$ cat config.mk
export PLATFORM = sky130hd
export DESIGN_NAME = reg_dump_reader_flat
export DESIGN_NICKNAME = d
export VERILOG_FILES = /design/src/rtl/reg_dump_reader_if.sv /design/src/rtl/reg_dump_reader.sv /design/src/flat_wrapper.sv
export SDC_FILE = /design/constraint.sdc
export NUM_CORES = 1
export LEC_CHECK = 0
export ABC_CLOCK_PERIOD_IN_PS = 5650
export BUFFER_PORTS_ARGS = -buffer_cell sky130_fd_sc_hd__clkbuf_2
export CELL_PAD_IN_SITES_DETAIL_PLACEMENT = 0
export CELL_PAD_IN_SITES_GLOBAL_PLACEMENT = 2
export CORE_MARGIN = 1.5
export CORE_UTILIZATION = 32
export DETAILED_ROUTE_END_ITERATION = 12
export PLACE_DENSITY_LB_ADDON = 0.08
export SETUP_SLACK_MARGIN = 0.02
export SYNTH_ARGS = -nofsm -noshare
export SYNTH_HDL_FRONTEND = slang
export SYNTH_SLANG_ARGS = --single-unit
$ cat constraint.sdc
create_clock -name clk -period 5.65 [get_ports clk]
set_input_delay 0.2825 -clock clk [delete_from_list [all_inputs] [get_ports clk]]
set_output_delay 0.2825 -clock clk [all_outputs]
set_load 0.02 [all_outputs]
$ cat src/rtl/reg_dump_reader_if.sv
// Bundle of signals between the register dump engine, the register file read
// port and the downstream debug stream consumer.
interface reg_dump_reader_if;
    logic        start;
    logic        abort;
    logic [4:0]  rs_addr;
    logic [31:0] rs_data;
    logic        out_valid;
    logic        out_ready;
    logic [4:0]  out_index;
    logic [31:0] out_data;
    logic        busy;
    logic        done;
    logic [31:0] checksum;

    // master: the dump engine itself
    modport master (
        input  start, abort, rs_data, out_ready,
        output rs_addr, out_valid, out_index, out_data, busy, done, checksum
    );

    // slave: the environment (host, register file, stream sink)
    modport slave (
        output start, abort, rs_data, out_ready,
        input  rs_addr, out_valid, out_index, out_data, busy, done, checksum
    );
endinterface

$ cat src/rtl/reg_dump_reader.sv
// Walks the register file read port one index at a time and streams each
// {index, value} pair over valid/ready, keeping an XOR checksum of accepted words.
module reg_dump_reader #(
    parameter int NUM_REGS  = 32,
    parameter bit SKIP_ZERO = 1'b1
) (
    input  logic              clk,
    input  logic              rst,
    reg_dump_reader_if.master bus
);
    typedef enum logic [1:0] {
        S_IDLE,
        S_READ,
        S_HOLD,
        S_DONE
    } state_t;

    localparam logic [4:0] FIRST_IDX = SKIP_ZERO ? 5'd1 : 5'd0;
    localparam logic [4:0] LAST_IDX  = 5'(NUM_REGS - 1);

    state_t      r_state;
    logic [4:0]  r_idx;
    logic        r_out_valid;
    logic [4:0]  r_out_index;
    logic [31:0] r_out_data;
    logic        r_busy;
    logic        r_done;
    logic [31:0] r_checksum;

    logic w_last;
    assign w_last = (r_idx == LAST_IDX);

    always_ff @(posedge clk) begin
        if (rst) begin
            r_state     <= S_IDLE;
            r_idx       <= 5'd0;
            r_out_valid <= 1'b0;
            r_out_index <= 5'd0;
            r_out_data  <= 32'd0;
            r_busy      <= 1'b0;
            r_done      <= 1'b0;
            r_checksum  <= 32'd0;
        end else begin
            case (r_state)
                S_IDLE: begin
                    r_done <= 1'b0;
                    if (bus.start) begin
                        r_idx      <= FIRST_IDX;
                        r_checksum <= 32'd0;
                        r_busy     <= 1'b1;
                        r_state    <= S_READ;
                    end
                end
                S_READ: begin
                    if (bus.abort) begin
                        r_out_valid <= 1'b0;
                        r_busy      <= 1'b0;
                        r_state     <= S_IDLE;
                    end else begin
                        r_out_data  <= bus.rs_data;
                        r_out_index <= r_idx;
                        r_out_valid <= 1'b1;
                        r_state     <= S_HOLD;
                    end
                end
                S_HOLD: begin
                    // An abort coinciding with out_ready discards the word unaccepted.
                    if (bus.abort) begin
                        r_out_valid <= 1'b0;
                        r_busy      <= 1'b0;
                        r_state     <= S_IDLE;
                    end else if (bus.out_ready) begin
                        r_checksum  <= r_checksum ^ r_out_data;
                        r_out_valid <= 1'b0;
                        if (w_last) begin
                            r_done  <= 1'b1;
                            r_state <= S_DONE;
                        end else begin
                            r_idx   <= r_idx + 5'd1;
                            r_state <= S_READ;
                        end
                    end
                end
                S_DONE: begin
                    r_done  <= 1'b0;
                    r_busy  <= 1'b0;
                    r_state <= S_IDLE;
                end
                default: begin
                    r_out_valid <= 1'b0;
                    r_busy      <= 1'b0;
                    r_done      <= 1'b0;
                    r_state     <= S_IDLE;
                end
            endcase
        end
    end

    assign bus.rs_addr   = r_idx;
    assign bus.out_valid = r_out_valid;
    assign bus.out_index = r_out_index;
    assign bus.out_data  = r_out_data;
    assign bus.busy      = r_busy;
    assign bus.done      = r_done;
    assign bus.checksum  = r_checksum;
endmodule

$ cat src/flat_wrapper.sv
// flat-port wrapper written by rule: the top's interface ports become plain ports
module reg_dump_reader_flat 
#(
    parameter int NUM_REGS  = 32,
    parameter bit SKIP_ZERO = 1'b1
)
  (clk, rst, bus_start, bus_abort, bus_rs_data, bus_out_ready, bus_rs_addr, bus_out_valid, bus_out_index, bus_out_data, bus_busy, bus_done, bus_checksum);
  reg_dump_reader_if bus_i ();
  input  logic clk;
  input  logic rst;
  input wire logic [$bits(bus_i.start)-1:0] bus_start;
  input wire logic [$bits(bus_i.abort)-1:0] bus_abort;
  input wire logic [$bits(bus_i.rs_data)-1:0] bus_rs_data;
  input wire logic [$bits(bus_i.out_ready)-1:0] bus_out_ready;
  output wire logic [$bits(bus_i.rs_addr)-1:0] bus_rs_addr;
  output wire logic [$bits(bus_i.out_valid)-1:0] bus_out_valid;
  output wire logic [$bits(bus_i.out_index)-1:0] bus_out_index;
  output wire logic [$bits(bus_i.out_data)-1:0] bus_out_data;
  output wire logic [$bits(bus_i.busy)-1:0] bus_busy;
  output wire logic [$bits(bus_i.done)-1:0] bus_done;
  output wire logic [$bits(bus_i.checksum)-1:0] bus_checksum;
  assign bus_i.start = bus_start;
  assign bus_i.abort = bus_abort;
  assign bus_i.rs_data = bus_rs_data;
  assign bus_i.out_ready = bus_out_ready;
  assign bus_rs_addr = bus_i.rs_addr;
  assign bus_out_valid = bus_i.out_valid;
  assign bus_out_index = bus_i.out_index;
  assign bus_out_data = bus_i.out_data;
  assign bus_busy = bus_i.busy;
  assign bus_done = bus_i.done;
  assign bus_checksum = bus_i.checksum;
  reg_dump_reader #(.NUM_REGS(NUM_REGS), .SKIP_ZERO(SKIP_ZERO)) u_core (.clk(clk), .rst(rst), .bus(bus_i));
endmodule
Word level (Yosys, flattened, before mapping)
Index checks and enable logic that the tools add are counted.
{ "word_totals": {"register_bits": 79, "input_bits": 37, "wordCells": 61} }
{ "op_classes": {"n_addsub": 1, "n_eq_ne": 11, "n_mux": 26, "bitwise_logic": 2, "reduce_logical": 13} }
{ "op_table": {"columns": ["operator", "n"], "rows": [
  ["$mux 32", 3],
  ["$pmux 32 s2", 1],
  ["$xor 32x32->32", 1],
  ["$mux 5", 4],
  ["$mux 2", 5],
  ["$pmux 5 s2", 1],
  ["$mux 1", 8],
  ["$ne 2x2->1 const B", 4],
  ["$pmux 2 s4", 1],
  ["$reduce_and 2->1", 4],
  ["$reduce_and 4->1", 2],
  ["$reduce_bool 2->1", 3],
  ["$add 5x1->5 const B", 1],
  ["$eq 5x5->1 const B", 1],
  ["$reduce_and 5->1", 1],
  ["$eq 2x2->1 const B", 2],
  ["$ne 2x1->1 const B", 2],
  ["$pmux 1 s2", 2],
  ["$reduce_or 2->1", 2],
  ["$ne 3x3->1 const B", 1],
  ["$pmux 1 s3", 1],
  ["$eq 2x1->1 const B", 1],
  ["$logic_not 2->1", 1],
  ["$not 1->1", 1]
]} }

Logic depth before layout (Yosys ltp)
{ "logic_depth": {"depth_word": 5, "mapped_depth": 8} }

Least setup slack after synthesis
Ideal clock, no wire load.
{ "synth_timing": {"path_type": "register to register", "from": "reg u_core.r_idx[0] (netlist: u_core.bus.rs_addr[0])", "to": "reg u_core.r_idx[3] (netlist: u_core.bus.rs_addr[3])", "setup_ps": 134, "arrival_ps": 1789, "t_required_ps": 5516, "setup_slack_ps": 3727, "stages_incl_launch_ff": 7, "period_less_slack_ps": 1923, "cell_sequence": "dfxtp_1 > ha_1 > and3_1 > ha_1 > or3b_2 > a21oi_2 > o221ai_1"} }
{ "synth_between": {"elab_chain_cells": 5, "word_cells_on_any_way": 8} }
{ "synth_rtl": {"columns": ["item", "line_no", "source"], "rows": [
  ["start, declared", "reg_dump_reader.sv:22", "logic [4:0] r_idx;"],
  ["start signal, assigned", "reg_dump_reader.sv:79", "r_idx <= r_idx + 5'd1;"],
  ["$add 5x1->5", "reg_dump_reader.sv:79", null],
  ["$mux 5", "reg_dump_reader.sv:75", "if (w_last) begin"],
  ["$mux 5", "reg_dump_reader.sv:72", "end else if (bus.out_ready) begin"],
  ["$mux 5", "reg_dump_reader.sv:68", "if (bus.abort) begin"],
  ["$pmux 5 s2", "reg_dump_reader.sv:44", "case (r_state)"]
]} }
Several ways; a longest one is shown, not always the timed one. The select of a mux whose other input is x is not followed.
A chain may end at the register's enable or synchronous reset.

Worst setup path in the final report
{ "layout_timing": {"from": "reg u_core.r_state[0]", "to": "reg u_core.r_checksum[11] (netlist: u_core.bus.checksum[11])"} }
{ "layout_between": {"elab_chain_cells": 3, "word_cells_on_any_way": 8} }
{ "layout_rtl": {"columns": ["item", "line_no", "source"], "rows": [
  ["start, declared", "reg_dump_reader.sv:21", "state_t r_state;"],
  ["start signal, assigned", "reg_dump_reader.sv:35", "r_state <= S_IDLE;"],
  ["start signal, assigned", "reg_dump_reader.sv:51", "r_state <= S_READ;"],
  ["start signal, assigned", "reg_dump_reader.sv:58", "r_state <= S_IDLE;"],
  ["$eq 2x2->1 / $logic_not 2->1 (equally long branches)", "reg_dump_reader.sv:44", null],
  ["$ne 2x2->1 (no source line) / $reduce_bool 2->1 (equally long branches)", null, null],
  ["$reduce_and 4->1 (no source line)", null, null],
  ["end signal, assigned", "reg_dump_reader.sv:73", "r_checksum <= r_checksum ^ r_out_data;"],
  ["end, declared", "reg_dump_reader.sv:28", "logic [31:0] r_checksum;"]
]} }
Several ways; a longest one is shown, not always the timed one.

==> flow_metrics.env <==
export IMPL_cts_htree_levels=3
export IMPL_ant_nets=0
export IMPL_clockBufferDepth=2
export IMPL_grt_pass1_vias=3237
export IMPL_cp_top_family="buffers and inverters"
export IMPL_nets=578
export IMPL_r2r_end="u_core.bus.checksum[11]$_SDFFE_PP0P_"
export IMPL_yosysWarnings=0
export IMPL_ir_drop_mv=0.101
export IMPL_synthMuxAreaShare=0.0911
export IMPL_whs_path_depth=3
export IMPL_power_density_nw_per_um2=285
export IMPL_syn_nets=489
export IMPL_r2r_setup_slack_ps=3110
export IMPL_r2r_cells=7
export IMPL_synthToLayoutAreaGrowth_pct=22.9
export IMPL_insertion_delay_ps=340
export IMPL_most_common_layout_cells="clkbuf_2, nand2_1, dfxtp_1, a21oi_1, inv_1"
export IMPL_firstDrtPassIters=4
export IMPL_port_buffers=113
export IMPL_ctsHoldBuffers=0
export IMPL_ys_seq_area_frac=0.408
export IMPL_rows=40
export IMPL_vias=3357
export IMPL_fillers=1265
export IMPL_die_area_um2=12800
export IMPL_ys_types=38
export IMPL_hold_class="primary input to flop"
export IMPL_grt_pass1_wl_um=16800
export IMPL_worst_setup_path_start_kind="flop"
export IMPL_crit_path_end="u_core.bus.checksum[11]$_SDFFE_PP0P_"
export IMPL_rsz0062_at_grt="no"
export IMPL_worst_slack_ps=3110
export IMPL_avgSynthCellArea_um2=8.67
export IMPL_grt_total_usage=0.167
export IMPL_detail_route_wl_per_cell_um=14.9
export IMPL_fmax_mhz=394
export IMPL_leakage_nw=1.80
export IMPL_yosys_area_share_simple=0.214
export IMPL_antenna_found_initial=0
export IMPL_fin_skew_ps=4.43
export IMPL_cp_cell_sequence="inv_1 > ha_2 > buf_4 > nand3b_1 > buf_4 > nand3b_1 > mux2i_1"
export IMPL_dp_hpwl_um=6420
export IMPL_relSlewSlack=0.237
export IMPL_drive_above_1_share=0.318
export IMPL_die_width_um=113
export IMPL_globalRouteOverflowTotal=0
export IMPL_grt_max_degree=71
export IMPL_critical_path_class="flop to flop"
export IMPL_worstPathArrival_ps=2800
export IMPL_timing_max_cap_violations=0
export IMPL_synthAdderAreaFrac=0.0161
export IMPL_cts_made_buffers=9
export IMPL_synth_area_um2=3870
export IMPL_timing_rr_start="u_core.r_state[0]$_SDFFE_PP0P_"
export IMPL_outcome="complete, no violations"
export IMPL_core_area_um2=11900
export IMPL_slowest_delay_ps=530
export IMPL_place_congestion=0.716
export IMPL_layout_cells_most_common="clkbuf_2"
export IMPL_ios=114
export IMPL_synth_top_family_by_area="simple AND/OR/NAND/NOR gates"
export IMPL_pre_cts_slack_ps=3120
export IMPL_drc=0
export IMPL_synth_xor_area_share=0
export IMPL_num_antenna_cells=0
export IMPL_total_power_mw=1.36
export IMPL_ys_ff_latch=79
export IMPL_dp_cells=672
export IMPL_worstPathRequired_ps=5910
export IMPL_cts_sinks=79
export IMPL_end_kind="flop"
export IMPL_critical_path_depth=7
export IMPL_synth_compound_gate_area_share=0.179
export IMPL_syn_inst=447
export IMPL_cts_tree="built"
export IMPL_finalHoldViolations=0
export IMPL_drt_initial_drc_count=97
export IMPL_vias_per_cell=4.88
export IMPL_instances_no_fill=688
export IMPL_cp_slowest_cell="buf_4"
export IMPL_crit_fanout=65
export IMPL_cts_clk_slew_worst_paths_ps=60
export IMPL_setup_viol=0
export IMPL_setup_tns_ps=0
export IMPL_path_buf_inv=3
export IMPL_wl_um=10200
export IMPL_worst_pin_slew_ps=1140
export IMPL_clock_root_buffer="clkbuf_16"
export IMPL_start_util=0.325
export IMPL_slew_violations=0
export IMPL_post_cts_setup_buffers=0
export IMPL_startpoint="u_core.r_state[0]$_SDFFE_PP0P_"
export IMPL_finalCritPeriodShare=0.449
export IMPL_die_h_um=113
export IMPL_period_minus_slack_ps=2540
export IMPL_ctsResizeCount=0
worst register-to-register path: cells and delay by family (launching register included):
kind | cells | cell delay (ps)
mux | 1 | 190
fa+ha+maj | 1 | 490
simple gates | 2 | 380
buf+inv | 3 | 1100
flops | 1 | 310
logic make-up (layout without fill, tap and decap cells):
kind of cell / count (synthesis) / count (layout)
AOI/OAI and AO/OA: 86 / 86
adders and majority gates: 5 / 5
buffers and inverters: 79 / 173
DFF: 79 / 79
muxes: 34 / 34
and+or+nand+nor: 164 / 164
state kept, by name, indices dropped and copies added, names as in the netlist:
register,cells
u_core.bus.done,1
u_core.bus.rs_addr,5
u_core.r_state,2
u_core.bus.out_valid,1
u_core.bus.busy,1
u_core.bus.checksum,32
u_core.bus.out_data,32
u_core.bus.out_index,5
layout make-up:
| type | instances | area (µm²) | share of cell area |
|---|---|---|---|
| Multi-Input combinational cell | 289 | 1950 | 0.411 |
| Sequential cell | 79 | 1580 | 0.332 |
| Timing Repair Buffer | 117 | 596 | 0.125 |
| Clock buffer | 13 | 280 | 0.0589 |
| Tap cell | 147 | 184 | 0.0386 |
| Inverter | 40 | 150 | 0.0315 |
| Clock inverter | 3 | 15.0 | 0.00315 |
metrics by stage:
step	hold slack [ps]	utilization	instance area (µm²)
4_1_cts	148	0.400	4760
3_5_place_dp	452	0.375	4470
5_1_grt	159	0.400	4760
6_report	157	0.400	4760
2_1_floorplan	419	-	3870
3_3_place_gp	442	0.375	4470
power by group:
group / switching (mW) / internal (mW) / leakage (nW)
combinational: 0.133 / 0.0607 / 1.01
clock: 0.229 / 0.343 / 0.151
sequential: 0.0146 / 0.577 / 0.640
Yosys cell counts:
library cell / instances / area [µm²]
or2_2: 1 / 6.26
mux2i_1: 33 / 330
mux2i_4: 1 / 22.5
a2111oi_0: 1 / 8.76
buf_2: 15 / 75.1
nand3b_1: 33 / 248
nor2b_1: 1 / 6.26
a221oi_1: 1 / 8.76
dfxtp_1: 79 / 1580
nand2b_1: 4 / 25.0
inv_1: 39 / 146
nand2_1: 80 / 300
nor4bb_1: 1 / 10.0
nand3_1: 36 / 180
ha_1: 5 / 62.6
nor2_1: 1 / 3.75
o21ai_0: 1 / 5.00
clkbuf_1: 13 / 48.8
buf_4: 4 / 30.0
a31oi_1: 2 / 12.5
a21oi_1: 40 / 200
a2bb2oi_1: 1 / 8.76
and3_1: 1 / 6.26
a211oi_2: 29 / 363
o32ai_1: 2 / 17.5
or2_0: 1 / 6.26
a211oi_1: 4 / 30.0
buf_1: 4 / 15.0
or2b_1: 1 / 7.51
nand4_1: 1 / 6.26
o21a_1: 2 / 15.0
o221ai_1: 1 / 8.76
inv_2: 1 / 3.75
buf_6: 3 / 33.8
a21oi_2: 1 / 8.76
or3_1: 1 / 6.26
or3b_2: 2 / 17.5
o211ai_1: 1 / 7.51
per-layer routing:
| metal | up-vias | wire, µm | global-route usage |
|---|---|---|---|
| li1 | 1710 | - | - |
| met1 | 1561 | 4940 | 0.211 |
| met2 | 76 | 4630 | 0.271 |
| met3 | 10 | 487 | 0.0375 |
| met4 | 0 | 172 | 0.0775 |
| met5 | - | 0 | 0 |
worst min-delay path by stage:
stage,end,slack (ps),from
final,u_core.bus.out_data[29]$_SDFFE_PP0P_,160,bus_rs_data[29]
after global routing,u_core.bus.out_data[13]$_SDFFE_PP0P_,160,bus_rs_data[13]
after CTS,u_core.bus.out_data[5]$_SDFFE_PP0P_,150,bus_rs_data[5]
after detailed placement,u_core.bus.out_index[2]$_SDFFE_PP0P_,450,u_core.bus.out_index[2]$_SDFFE_PP0P_
after global placement,u_core.bus.out_index[1]$_SDFFE_PP0P_,440,u_core.bus.out_index[1]$_SDFFE_PP0P_
after floorplan,u_core.bus.out_data[0]$_SDFFE_PP0P_,420,bus_rs_data[0]
Note: power is estimated with default switching activity, not from simulation.
